`src/rtl/instr_fetch_queue_if.sv`:
```
// Fetch-queue bus bundle: instruction-memory request/response, redirect and decode handshake.
// The master modport is the fetch unit's view; slave is the memory/decode environment.
interface instr_fetch_queue_if;
    logic        imem_req;
    logic [31:0] imem_addr;
    logic        imem_gnt;
    logic        imem_rvalid;
    logic [31:0] imem_rdata;
    logic        redirect_valid;
    logic [31:0] redirect_pc;
    logic        instr_valid;
    logic [31:0] instr;
    logic [31:0] instr_pc;
    logic        instr_ready;
    logic        fetch_fault;

    modport master (
        output imem_req, imem_addr, instr_valid, instr, instr_pc, fetch_fault,
        input  imem_gnt, imem_rvalid, imem_rdata, redirect_valid, redirect_pc, instr_ready
    );

    modport slave (
        input  imem_req, imem_addr, instr_valid, instr, instr_pc, fetch_fault,
        output imem_gnt, imem_rvalid, imem_rdata, redirect_valid, redirect_pc, instr_ready
    );
endinterface

```
`src/rtl/instr_fetch_queue.sv`:
```
// Instruction fetch stage: PC, credit-limited imem requests, PC tag FIFO and instruction queue.
// Optional macro FETCH_MISALIGN_FAULT_EN: misaligned redirect raises a sticky fetch_fault and halts fetch.
module instr_fetch_queue #(
    parameter int unsigned DEPTH    = 4,
    parameter int unsigned MAX_OUT  = 2,
    parameter logic [31:0] RESET_PC = 32'h0000_0000
) (
    input logic                 clk,
    input logic                 reset,
    instr_fetch_queue_if.master fq
);

    localparam int unsigned PW = $clog2(DEPTH);
    localparam int unsigned CW = $clog2(DEPTH) + 1;
    localparam int unsigned OW = $clog2(MAX_OUT) + 1;
    localparam int unsigned TW = (MAX_OUT > 1) ? $clog2(MAX_OUT) : 1;

    localparam logic [CW:0]   DEPTH_L  = (CW + 1)'(DEPTH);
    localparam logic [OW-1:0] MAX_L    = OW'(MAX_OUT);
    localparam logic [TW-1:0] TAG_LAST = TW'(MAX_OUT - 1);

    typedef enum logic [0:0] {
        FETCH  = 1'b0,
        HALTED = 1'b1
    } fetch_state_e;

    fetch_state_e state, state_next;

    logic [31:0]   pc;
    logic [CW-1:0] count;
    logic [OW-1:0] outstanding;
    logic [OW-1:0] drop;
    logic [PW-1:0] wr_ptr, rd_ptr;
    logic [31:0]   q_instr [DEPTH];
    logic [31:0]   q_pc    [DEPTH];

    logic [31:0]   tag_pc  [MAX_OUT];
    logic [TW-1:0] tag_wr, tag_rd;

    logic          fetch_en;
    logic [CW:0]   credit_used;
    logic          grant;
    logic          rsp;
    logic          push;
    logic          pop;

    function automatic logic [TW-1:0] tag_inc(input logic [TW-1:0] p);
        return (p == TAG_LAST) ? '0 : p + 1'b1;
    endfunction

    // State register
    always_ff @(posedge clk) begin
        if (reset) begin
            state <= FETCH;
        end else begin
            state <= state_next;
        end
    end

    // Next-state logic: HALTED is only reachable when the fault feature is built in
    always_comb begin
        state_next = state;
`ifdef FETCH_MISALIGN_FAULT_EN
        if (fq.redirect_valid && (fq.redirect_pc[1:0] != 2'b00)) begin
            state_next = HALTED;
        end
`endif
    end

    // State outputs
    always_comb begin
        fetch_en = (state == FETCH);
    end

`ifdef FETCH_MISALIGN_FAULT_EN
    assign fq.fetch_fault = (state == HALTED);
`else
    assign fq.fetch_fault = 1'b0;
`endif

    // Credit check reserves a queue slot for every request in flight
    assign credit_used = {1'b0, count} + (CW + 1)'(outstanding);

    assign fq.imem_req  = !reset && !fq.redirect_valid && fetch_en
                          && (credit_used < DEPTH_L) && (outstanding < MAX_L);
    assign fq.imem_addr = pc;

    assign grant = fq.imem_req && fq.imem_gnt;
    assign rsp   = fq.imem_rvalid;
    assign push  = rsp && (drop == '0) && !fq.redirect_valid;
    assign pop   = fq.instr_valid && fq.instr_ready && !fq.redirect_valid;

    assign fq.instr_valid = (count != '0);
    assign fq.instr       = q_instr[rd_ptr];
    assign fq.instr_pc    = q_pc[rd_ptr];

    // PC tags follow responses in order; stale responses still consume their tag
    always_ff @(posedge clk) begin
        if (reset) begin
            tag_wr <= '0;
            tag_rd <= '0;
            tag_pc <= '{default: '0};
        end else begin
            if (grant) begin
                tag_pc[tag_wr] <= pc;
                tag_wr         <= tag_inc(tag_wr);
            end
            if (rsp) begin
                tag_rd <= tag_inc(tag_rd);
            end
        end
    end

    always_ff @(posedge clk) begin
        if (reset) begin
            pc          <= RESET_PC;
            count       <= '0;
            outstanding <= '0;
            drop        <= '0;
            wr_ptr      <= '0;
            rd_ptr      <= '0;
            q_instr     <= '{default: '0};
            q_pc        <= '{default: '0};
        end else if (fq.redirect_valid) begin
            // Every request still in flight is stale, including one answered this cycle
            pc          <= {fq.redirect_pc[31:2], 2'b00};
            count       <= '0;
            wr_ptr      <= '0;
            rd_ptr      <= '0;
            outstanding <= outstanding - OW'(rsp);
            drop        <= outstanding - OW'(rsp);
        end else begin
            if (grant) begin
                pc <= pc + 32'd4;
            end
            outstanding <= outstanding + OW'(grant) - OW'(rsp);
            if (rsp && (drop != '0)) begin
                drop <= drop - 1'b1;
            end
            if (push) begin
                q_instr[wr_ptr] <= fq.imem_rdata;
                q_pc[wr_ptr]    <= tag_pc[tag_rd];
                wr_ptr          <= wr_ptr + 1'b1;
            end
            if (pop) begin
                rd_ptr <= rd_ptr + 1'b1;
            end
            count <= count + CW'(push) - CW'(pop);
        end
    end

endmodule

```
`src/flat_wrapper.sv`:
```
// flat-port wrapper written by rule: the top's interface ports become plain ports
module instr_fetch_queue_flat 
#(
    parameter int unsigned DEPTH    = 4,
    parameter int unsigned MAX_OUT  = 2,
    parameter logic [31:0] RESET_PC = 32'h0000_0000
)
  (clk, reset, fq_imem_req, fq_imem_addr, fq_instr_valid, fq_instr, fq_instr_pc, fq_fetch_fault, fq_imem_gnt, fq_imem_rvalid, fq_imem_rdata, fq_redirect_valid, fq_redirect_pc, fq_instr_ready);
  instr_fetch_queue_if fq_i ();
  input logic clk;
  input logic reset;
  output wire logic [$bits(fq_i.imem_req)-1:0] fq_imem_req;
  output wire logic [$bits(fq_i.imem_addr)-1:0] fq_imem_addr;
  output wire logic [$bits(fq_i.instr_valid)-1:0] fq_instr_valid;
  output wire logic [$bits(fq_i.instr)-1:0] fq_instr;
  output wire logic [$bits(fq_i.instr_pc)-1:0] fq_instr_pc;
  output wire logic [$bits(fq_i.fetch_fault)-1:0] fq_fetch_fault;
  input wire logic [$bits(fq_i.imem_gnt)-1:0] fq_imem_gnt;
  input wire logic [$bits(fq_i.imem_rvalid)-1:0] fq_imem_rvalid;
  input wire logic [$bits(fq_i.imem_rdata)-1:0] fq_imem_rdata;
  input wire logic [$bits(fq_i.redirect_valid)-1:0] fq_redirect_valid;
  input wire logic [$bits(fq_i.redirect_pc)-1:0] fq_redirect_pc;
  input wire logic [$bits(fq_i.instr_ready)-1:0] fq_instr_ready;
  assign fq_imem_req = fq_i.imem_req;
  assign fq_imem_addr = fq_i.imem_addr;
  assign fq_instr_valid = fq_i.instr_valid;
  assign fq_instr = fq_i.instr;
  assign fq_instr_pc = fq_i.instr_pc;
  assign fq_fetch_fault = fq_i.fetch_fault;
  assign fq_i.imem_gnt = fq_imem_gnt;
  assign fq_i.imem_rvalid = fq_imem_rvalid;
  assign fq_i.imem_rdata = fq_imem_rdata;
  assign fq_i.redirect_valid = fq_redirect_valid;
  assign fq_i.redirect_pc = fq_redirect_pc;
  assign fq_i.instr_ready = fq_instr_ready;
  instr_fetch_queue #(.DEPTH(DEPTH), .MAX_OUT(MAX_OUT), .RESET_PC(RESET_PC)) u_core (.clk(clk), .reset(reset), .fq(fq_i));
endmodule
```
`config.mk`:
```
export PLATFORM = sky130hd
export DESIGN_NAME = instr_fetch_queue_flat
export DESIGN_NICKNAME = d
export VERILOG_FILES = /design/src/rtl/instr_fetch_queue_if.sv /design/src/rtl/instr_fetch_queue.sv /design/src/flat_wrapper.sv
export SDC_FILE = /design/constraint.sdc
export NUM_CORES = 1
export LEC_CHECK = 0
export ABC_AREA = 1
export CORE_UTILIZATION = 35
export DETAILED_ROUTE_END_ITERATION = 12
export PLACE_DENSITY = 0.51
export SYNTH_ARGS = -nofsm -noshare
export SYNTH_HDL_FRONTEND = slang
export SYNTH_SLANG_ARGS = --single-unit
```
`constraint.sdc`:
```
create_clock -name clk -period 2.94 [get_ports clk]
set_clock_uncertainty 0.1 [all_clocks]
set_input_delay 0.588 -clock clk [delete_from_list [all_inputs] [get_ports clk]]
set_output_delay 0.588 -clock clk [all_outputs]
set_load 0.03 [all_outputs]
```
### Yosys cells after proc, flatten, opt, wreduce, memory -nomap -nowiden

Cells that the tools add are included.

| operators by class | value |
|---|---|
| add/subtract/negate cells | 12 |
| $lt $le $gt $ge | 8 |
| multiplexer cells | 23 |
| bitwise gates (word level) | 5 |
| reductions and logical operators | 20 |

Operators by type and width:

| operator | count |
|---|---|
| 2-to-1 mux 32 bit | 11 |
| bitwise mux 128 bit | 2 |
| binary-select mux 32 bit (select 2 bit) | 2 |
| bitwise mux 64 bit | 1 |
| demux 32 bit (select 2 bit) | 1 |
| adder 32 x 3 -> 32 bit, second input constant | 1 |
| demux 32 bit (select 1 bit) | 1 |
| logical AND 1 bit | 11 |
| >= comparator 3 bit, second input constant | 2 |
| 2-to-1 mux 2 bit | 3 |
| inverter 2 -> 3 bit | 2 |
| nonzero test 2 bit | 3 |
| adder 2 x 1 -> 2 bit, second input constant | 2 |
| adder 3 x 2 -> 4 bit | 1 |
| >= comparator 2 bit, second input constant | 2 |
| < comparator 4 x 3 -> 1 bit, second input constant | 1 |
| inverter 1 -> 2 bit | 2 |
| subtractor 2 x 1 -> 2 bit | 2 |
| adder 3 x 1 -> 3 bit | 1 |
| < comparator 3 x 1 -> 1 bit, second input constant | 1 |
| nonzero test 3 bit | 1 |
| subtractor 3 x 1 -> 3 bit | 1 |
| adder 1 bit, second input constant | 2 |
| adder 2 x 1 -> 2 bit | 1 |
| other kinds (9) | 11 |

| storage, ports and cells | value |
|---|---|
| register bits | 365 |
| input port bits | 70 |
| output and inout bits | 99 |
| word-level logic and storage cells | 87 |

### Longest topological paths before layout

Gate-level depths: netlist of run 1.

| depth | value |
|---|---|
| depth after elaboration | 8 |
| mapped depth | 12 |
| depth with buffers taken out | 11 |

### Worst setup path after synthesis of run 1

OpenSTA, ideal clock, no wires.

| timing path | value |
|---|---|
| kind | input -> register |
| from | input fq_redirect_valid |
| to | register u_core.count[2] |
| setup time | 0.070 ns |
| data arrival time | 2.117 ns |
| required time | 2.770 ns |
| setup slack | 0.653 ns |
| stages | 12 |
| path through | buf_6 -> clkinv_1 -> nand2_1 -> nor2_1 -> ha_1 -> inv_1 -> ha_1 -> inv_1 -> fa_1 -> inv_1 -> o21ai_0 -> a21oi_1 |

| on the way | value |
|---|---|
| elaborated cells on any way between the ends | 6 |
| classes of those cells | add/sub (2); reduce/logical (4) |

RTL lines:

| item | RTL line | source |
|---|---|---|
| from (decl) | flat_wrapper.sv:21 | `input wire logic [$bits(fq_i.redirect_valid)-1:0] fq_redirect_valid;` |
| zero test 1 bit | instr_fetch_queue.sv:91 | `assign pop = fq.instr_valid && fq.instr_ready && !fq.redirect_valid;` |
| logical AND 1 bit | instr_fetch_queue.sv:91 |  |
| via u_core.pop | instr_fetch_queue.sv:45 | `logic pop;` |
| subtractor 3 x 1 -> 3 bit | instr_fetch_queue.sv:148 | `count <= count + CW'(push) - CW'(pop);` |
| to (signal assigned) | instr_fetch_queue.sv:148 |  |
| to (decl) | instr_fetch_queue.sv:30 | `logic [CW-1:0] count;` |

The timed path passes the listed nets, and every way through them passes these cells.
A chain may end at the register's enable or synchronous reset.

### Worst setup path after layout of run 1

| timing path | value |
|---|---|
| from | register u_core.rd_ptr[0] |
| to | output fq_instr_pc[23] |

| on the way | value |
|---|---|
| cells in the longest elaborated chain, start to end | 4 |

RTL lines:

| item | RTL line | source |
|---|---|---|
| from (decl) | instr_fetch_queue.sv:33 | `logic [PW-1:0] wr_ptr, rd_ptr;` |
| from (signal assigned) | instr_fetch_queue.sv:146 | `rd_ptr <= rd_ptr + 1'b1;` |
| inverter 2 -> 3 bit (implied by the code) | instr_fetch_queue.sv:95 | `assign fq.instr_pc = q_pc[rd_ptr];` |
| binary-select mux 32 bit (select 2 bit) | instr_fetch_queue.sv:95 |  |
| 2-to-1 mux 32 bit (implied by the code) (2 in series) | instr_fetch_queue.sv:95 |  |
| to (decl) | flat_wrapper.sv:16 | `output wire logic [$bits(fq_i.instr_pc)-1:0] fq_instr_pc;` |

No other way between the ends. The select of a mux whose other input is x is not followed.

==> impl_metrics.toml, run 1 <==
[outcome]
status = "completed"

[synth]
synth_area_per_cell_um2 = 7.05
post_synth_num_cell_types = 37
synthXorXnorAreaFrac_pct = 0.779
synth_adder_area_share_pct = 0.923
synth_top_family_by_area = "simple AND/OR/NAND/NOR gates"
synth_area_um2 = 15700
synth-simple-area-share_pct = 25.2
synthCells = 2232
synth_seq_cells = 351
synthMuxAreaShare_pct = 0
synth_compound_area_share_pct = 20.7
synth_seq_area_share_pct = 44.7
ys_warn_count = 0

[timing]
drv_slew = 0
slew_headroom_pct = 28.1
setup_violations = 0
whs_ns = 0.243
fin_crit_ns = 2.90
rsz0062_at_grt = "no"
worstMarginPinSlew_ns = 1.08
finalSetupTns_ns = 0
max_freq_mhz = 345
finalCritPeriodShare_pct = 98.5
hold_viol_final = 0
setup_slack_ns = 0.0439

[route]
wl_um = 52000
drt_iter0_markers = 1375
dr.pass1.iters = 5
via_per_inst = 5.29
route.antenna.remaining_nets = 0
wl_per_cell_um = 17.8
vias = 15463
drc = 0

[clock_tree]
cts_buffer_depth = 3
htreeDepth = 2
cts_hold_buffers = 0
cts_resized = 19
cts_setup_buffers = 0
numCtsBuffers = 42
path_clk_slew_ns = 0.06
worstSkewPairLatency_ns = 0.56
cts.sinks = 351
cts_tree = "done"
cts_root_buf = "clkbuf_16"

[setup_path]
critical_path.top_delay_family = "buffers and inverters"
crit_buf_inv = 4
cp.required_ns = 2.25
cp.arrival_ns = 2.21
cp_max_fo = 18
crit_type = "reg2out"
endpoint_kind = "output pin"
crit_path_max_incr_delay_ns = 0.38
crit_path_top_delay_cell = "dfxtp_4"
critPathMostFrequentCell = "buf_4"
path_cells = "clkinv_2 > buf_4 > buf_4 > o21ai_0 > o22ai_1 > buf_4"
start_kind = "flip-flop"

[pwr]
vdd_ir_drop_max_mv = 0.314
p_sw_share_pct = 25.1
p_seq_share_pct = 43.5
p_leak_nw = 7.00
power_density_nw_per_um2 = 592
internal-power_mw = 8.54
combPwrFrac_pct = 9.8
power_switching_mw = 2.87
p_clk_share_pct = 46.7

[floorplan]
rows = 77
ios = 169
dieArea_um2 = 45800
core_um2 = 44300
start_util_pct = 35.5
dieHeight_um = 214
die_x_um = 214

[placement]
gp_congestion = 0.839
port-buffer-count = 161
place_ws_ns = 0.285
hpwlAfterDp_um = 30100

[global_routing]
grt_overflow = 0
grt_usage_pct = 22.3
grt_pass1_wl_um = 82000
grt_pass1_vias = 14599
grt_start_max_net_pins = 162
antenna_found_initial = 0

[flow_run]
drv_cap = 0

[cells_and_area]
drive_gt1_share_pct = 8.19
synthToLayoutAreaGrowth_pct = 22.5
diodes = 0
post-route-util_pct = 43.5
final_nets = 2381

[hold_path]
hold_class = "in2reg"
## power groups by stage
| stage | Clock [mW] | Sequential (mW) | Combinational (mW) |
|---|---|---|---|
| finish | 5.33 | 4.96 | 1.12 |
| global route | 5.66 | 4.98 | 1.22 |
| CTS | 5.46 | 4.96 | 1.13 |
| detailed placement | 0 | 5.06 | 1.13 |
| global placement | 0 | 5.06 | 1.13 |
| floorplan | 0 | 5.07 | 0.632 |
## cell usage after synthesis, drive strengths merged
library cell	number	share of area, %
buf	65	2.3
o21ai	242	7.7
nand3	275	8.8
o22ai	62	2.5
a21oi	319	10
xor2	3	0.17
clkinv	2	0.048
conb	1	0.024
o211ai	3	0.14
dfxtp	351	45
o221ai	1	0.056
nor2	222	5.6
nand4	4	0.16
fa	1	0.13
xnor2	11	0.61
nand2	429	10
inv	91	2.2
a31oi	4	0.16
nand3b	3	0.14
clkbuf	130	3.1
or2	2	0.080
nor3	1	0.032
ha	10	0.80
## flip-flops by register name (all words and copies together), names as in the netlist
register and flops:
u_core.tag_pc 60, u_core.wr_ptr 2, u_core.count 3, u_core.q_pc 120, u_core.tag_wr 1, u_core.tag_rd 1
u_core.rd_ptr 2, u_core.fq.imem_addr 30, u_core.drop 2, u_core.q_instr 128, u_core.outstanding 2
## worst register-to-register path: stages, from the launching register on
cell,delay (ns)
dfxtp_1,0.50
ha_1,0.25
nand2_1,0.07
nor2_2,0.40
nand4_1,0.24
nor2_1,0.19
nand2_1,0.07
nand2_1,0.05
nand3_1,0.07
nand2_1,0.07
inv_1,0.03
## worst paths after layout
check                              start                 endpoint  slack, ns  depth (start not counted)
hold reg to reg        u_core.tag_pc[59]        u_core.tag_pc[59]       0.34                          2
setup reg to reg  u_core.fq.imem_addr[2]  u_core.fq.imem_addr[20]       0.78                         10
setup / recovery        u_core.rd_ptr[0]          fq_instr_pc[23]       0.04                          6
hold / removal                     reset  u_core.fq.imem_addr[21]       0.24                          2
## cells in the final DEF, fill, tap and decap left out, types with 5 or more instances in the layout
master and instances:
dfxtp_1 348, buf_12 22, nor2_2 5, nand2_1 421, a21oi_1 317, clkbuf_16 45, ha_1 6, clkbuf_1 15
clkbuf_8 11, conb_1 5, o22ai_1 62, clkdlybuf4s50_1 97, nor2_1 213, o21ai_1 15, nand3_1 272, nand2_2 7
inv_1 87, buf_4 72, o21ai_0 227, xnor2_1 11, dlygate4sd2_1 18
## metrics by stage
stage	area (µm²)	power [mW]	instances
6_report	19300	11.4	2924
3_5_place_dp	17900	6.20	2848
3_3_place_gp	17900	6.19	2848
5_1_grt	19300	11.9	2924
4_1_cts	19300	11.5	2924
2_1_floorplan	15700	5.70	2236
## cells by family after synthesis
kind of cell | Yosys count
AOI/OAI and AO/OA | 631
other | 1
adders and majority gates | 11
DFF | 351
buffers and inverters | 288
and+or+nand+nor | 936
xor gates and xnor gates | 14
## final cells by class
cell class / instances / area (µm²)
fillers: 4595 / 25000
multi-input cells: 1597 / 7540
repair buffers: 215 / 2180
flip-flops and latches: 351 / 7030
clock buffers: 70 / 1320
clock inverters: 6 / 105
well taps: 592 / 741
inverters: 93 / 350
## layer usage
metal	global-route usage (%)	up-vias	wire [µm]	part of all wire [%]
li1	-	7618	-	-
met1	31.5	7258	24500	47
met2	34.3	503	23000	44
met3	3.99	84	3230	6.2
met4	7.17	0	1220	2.3
met5	0	-	0	0
(Power assumes the default switching activity.)
==> run 2, diff against run 1 <==
Settings changed: SKIP_LAST_GASP set to 1.
==> results of run 2 <==
No change in the layout: final DEF, timing and power equal those of run 1.
==> run 3, diff against run 2 <==
Settings changed: CORE_UTILIZATION 35 to 25, MAX_ROUTING_LAYER set to met4, PLACE_DENSITY 0.51 to 0.39, RECOVER_POWER set to 50.
==> impl_metrics.toml, run 3 (synthesis results as in run 1) <==
[route]
drt_iter0_markers = 1123
wl_per_cell_um = 18.5
dr.pass1.iters = 5
drc = 0
via_per_inst = 4.89
route.antenna.remaining_nets = 0
wl_um = 58800
vias = 15542

[global_routing]
grt_pass1_vias = 14936
grtUsageMet3_pct = 2.45
grt_start_max_net_pins = 131
grt_pass1_wl_um = 90600
gr-usage-met2_pct = 28.2
grt_usage_pct = 18.7
grt_overflow = 0
gr-max-usage-layer = "met2"
met1_usage_pct = 26.0
antenna_found_initial = 1

[floorplan]
dieHeight_um = 253
ios = 169
dieArea_um2 = 63900
rows = 91
start_util_pct = 25.4
core_um2 = 61900
die_x_um = 253

[cells_and_area]
mostFrequentLayoutCells = "427 x nand2_1, 349 x dfxtp_1, 317 x a21oi_1, 272 x nand3_1, 227 x o21ai_0"
regMostFlops = "u_core.q_instr"
synthToLayoutAreaGrowth_pct = 25.3
final_nets = 2390
largest_register_ffs = 128
drive_gt1_share_pct = 8.77
multi_input_area_um2 = 7540
final_common_cell = "nand2_1"
largestRegisters = "u_core.q_instr x128, u_core.q_pc x120, u_core.tag_pc x60"
seqCellArea_um2 = 7030
fillers = 6777

[setup_path]
cp.required_ns = 2.25
endpoint_kind = "output pin"
path_cells = "buf_16 > bufbuf_16 > nor2_1 > o22ai_2 > buf_4"
crit_path_top_delay_cell = "dfxtp_4"
start_kind = "flip-flop"
cp_max_fo = 31
crit_path_max_incr_delay_ns = 0.41
crit_type = "reg2out"
cp.arrival_ns = 2.16

[flow_run]
drv_cap = 0

[timing]
fin_crit_ns = 2.85
slew_headroom_pct = 24.1
hold_viol_final = 0
setup_violations = 0
drv_slew = 0
worstMarginPinSlew_ns = 1.13
max_freq_mhz = 351
finalCritPeriodShare_pct = 97.0
rsz0062_at_grt = "no"
finalSetupTns_ns = 0

[clock_tree]
cts_hold_buffers = 0
cts.sinks = 351
numCtsBuffers = 45
cts_buffer_depth = 3
cts_tree = "done"
cts_root_buf = "clkbuf_16"
htreeDepth = 2
cts_setup_buffers = 0
worstSkewPairLatency_ns = 0.57
path_clk_slew_ns = 0.06

[pwr]
power_mw = 11.6
power_density_nw_per_um2 = 589
p_leak_nw = 6.96
vdd_ir_drop_max_mv = 0.358

[hold_path]
hold_class = "in2reg"

[placement]
gp_congestion = 0.794
port-buffer-count = 161
hpwlAfterDp_um = 33800

[outcome]
status = "completed"
run 3: cell count changes in the layout (fill, tap and decap cells not counted), sizes merged:
cell | before | now
clkinv | 6 | 5
dlymetal6s2s | 4 | 0
bufinv | 3 | 1
inv | 90 | 92
bufbuf | 0 | 1
dlygate4sd2 | 18 | 11
dlygate4sd3 | 0 | 1
buf | 95 | 97
clkdlybuf4s50 | 97 | 96
clkbuf | 71 | 86
diode | 0 | 1
run 3: critical path: cells and delay by family, from the launching register on:
family	cells	cell delay (ns)
simple gates	1	0.09
buf+inv	3	0.85
flops	1	0.41
compound gates	1	0.24
run 3: repair_timing:
item	CTS	global route
endpoints found under the setup margin	27	19
pin swaps	0	1
gates cloned	1	1
hold endpoints to repair	0	0
resized for setup	17	5
run 3: layer usage:
| metal | routed length (µm) | share of wire, % | up-vias |
|---|---|---|---|
| met5 | 0 | 0 | - |
| met4 | 1330 | 2.3 | 0 |
| met3 | 2800 | 4.8 | 79 |
| met2 | 26400 | 45 | 409 |
| met1 | 28300 | 48 | 7418 |
| li1 | - | - | 7636 |
run 3: path summary, 6_finish.rpt:
check | from | to | slack [ns] | cells past startpoint
worst max-delay path | u_core.rd_ptr[0] | fq_instr_pc[24] | 0.09 | 5
worst min-delay path | reset | u_core.fq.imem_addr[21] | 0.26 | 2
worst max register to register | u_core.drop[0] | u_core.q_pc[30] | 0.46 | 9
worst min register to register | u_core.tag_pc[52] | u_core.tag_pc[52] | 0.34 | 2
run 3: final cells by class:
cell class,instances,share of cell area (%)
clock buffer,71,7.13
timing repair buffer,221,11.5
antenna,1,0.0127
clock inverter,5,0.330
tap,837,5.31
sequential,351,35.7
inverter,93,1.79
multi-input combinational,1597,38.3
run 3: metrics by stage:
| step | instance area, µm² | std cells | util (%) | hold WS, ns | setup slack (ns) |
|---|---|---|---|---|---|
| 2_1_floorplan | 15700 | 2236 | - | 0.324 | 0.653 |
| 3_3_place_gp | 18300 | 3097 | 29.5 | 0.333 | 0.209 |
| 3_5_place_dp | 18300 | 3097 | 29.5 | 0.337 | 0.198 |
| 4_1_cts | 19800 | 3174 | 32.0 | 0.222 | 0.00146 |
| 5_1_grt | 19700 | 3176 | 31.8 | 0.253 | 0.00117 |
| 6_report | 19700 | 3176 | 31.8 | 0.263 | 0.0874 |
run 3: where the power goes:
group	internal (mW)	leakage, nW	switching (mW)
combinational	0.381	3.40	0.767
sequential	4.86	2.84	0.109
clock	3.34	0.726	2.16
total	8.58	6.96	3.04
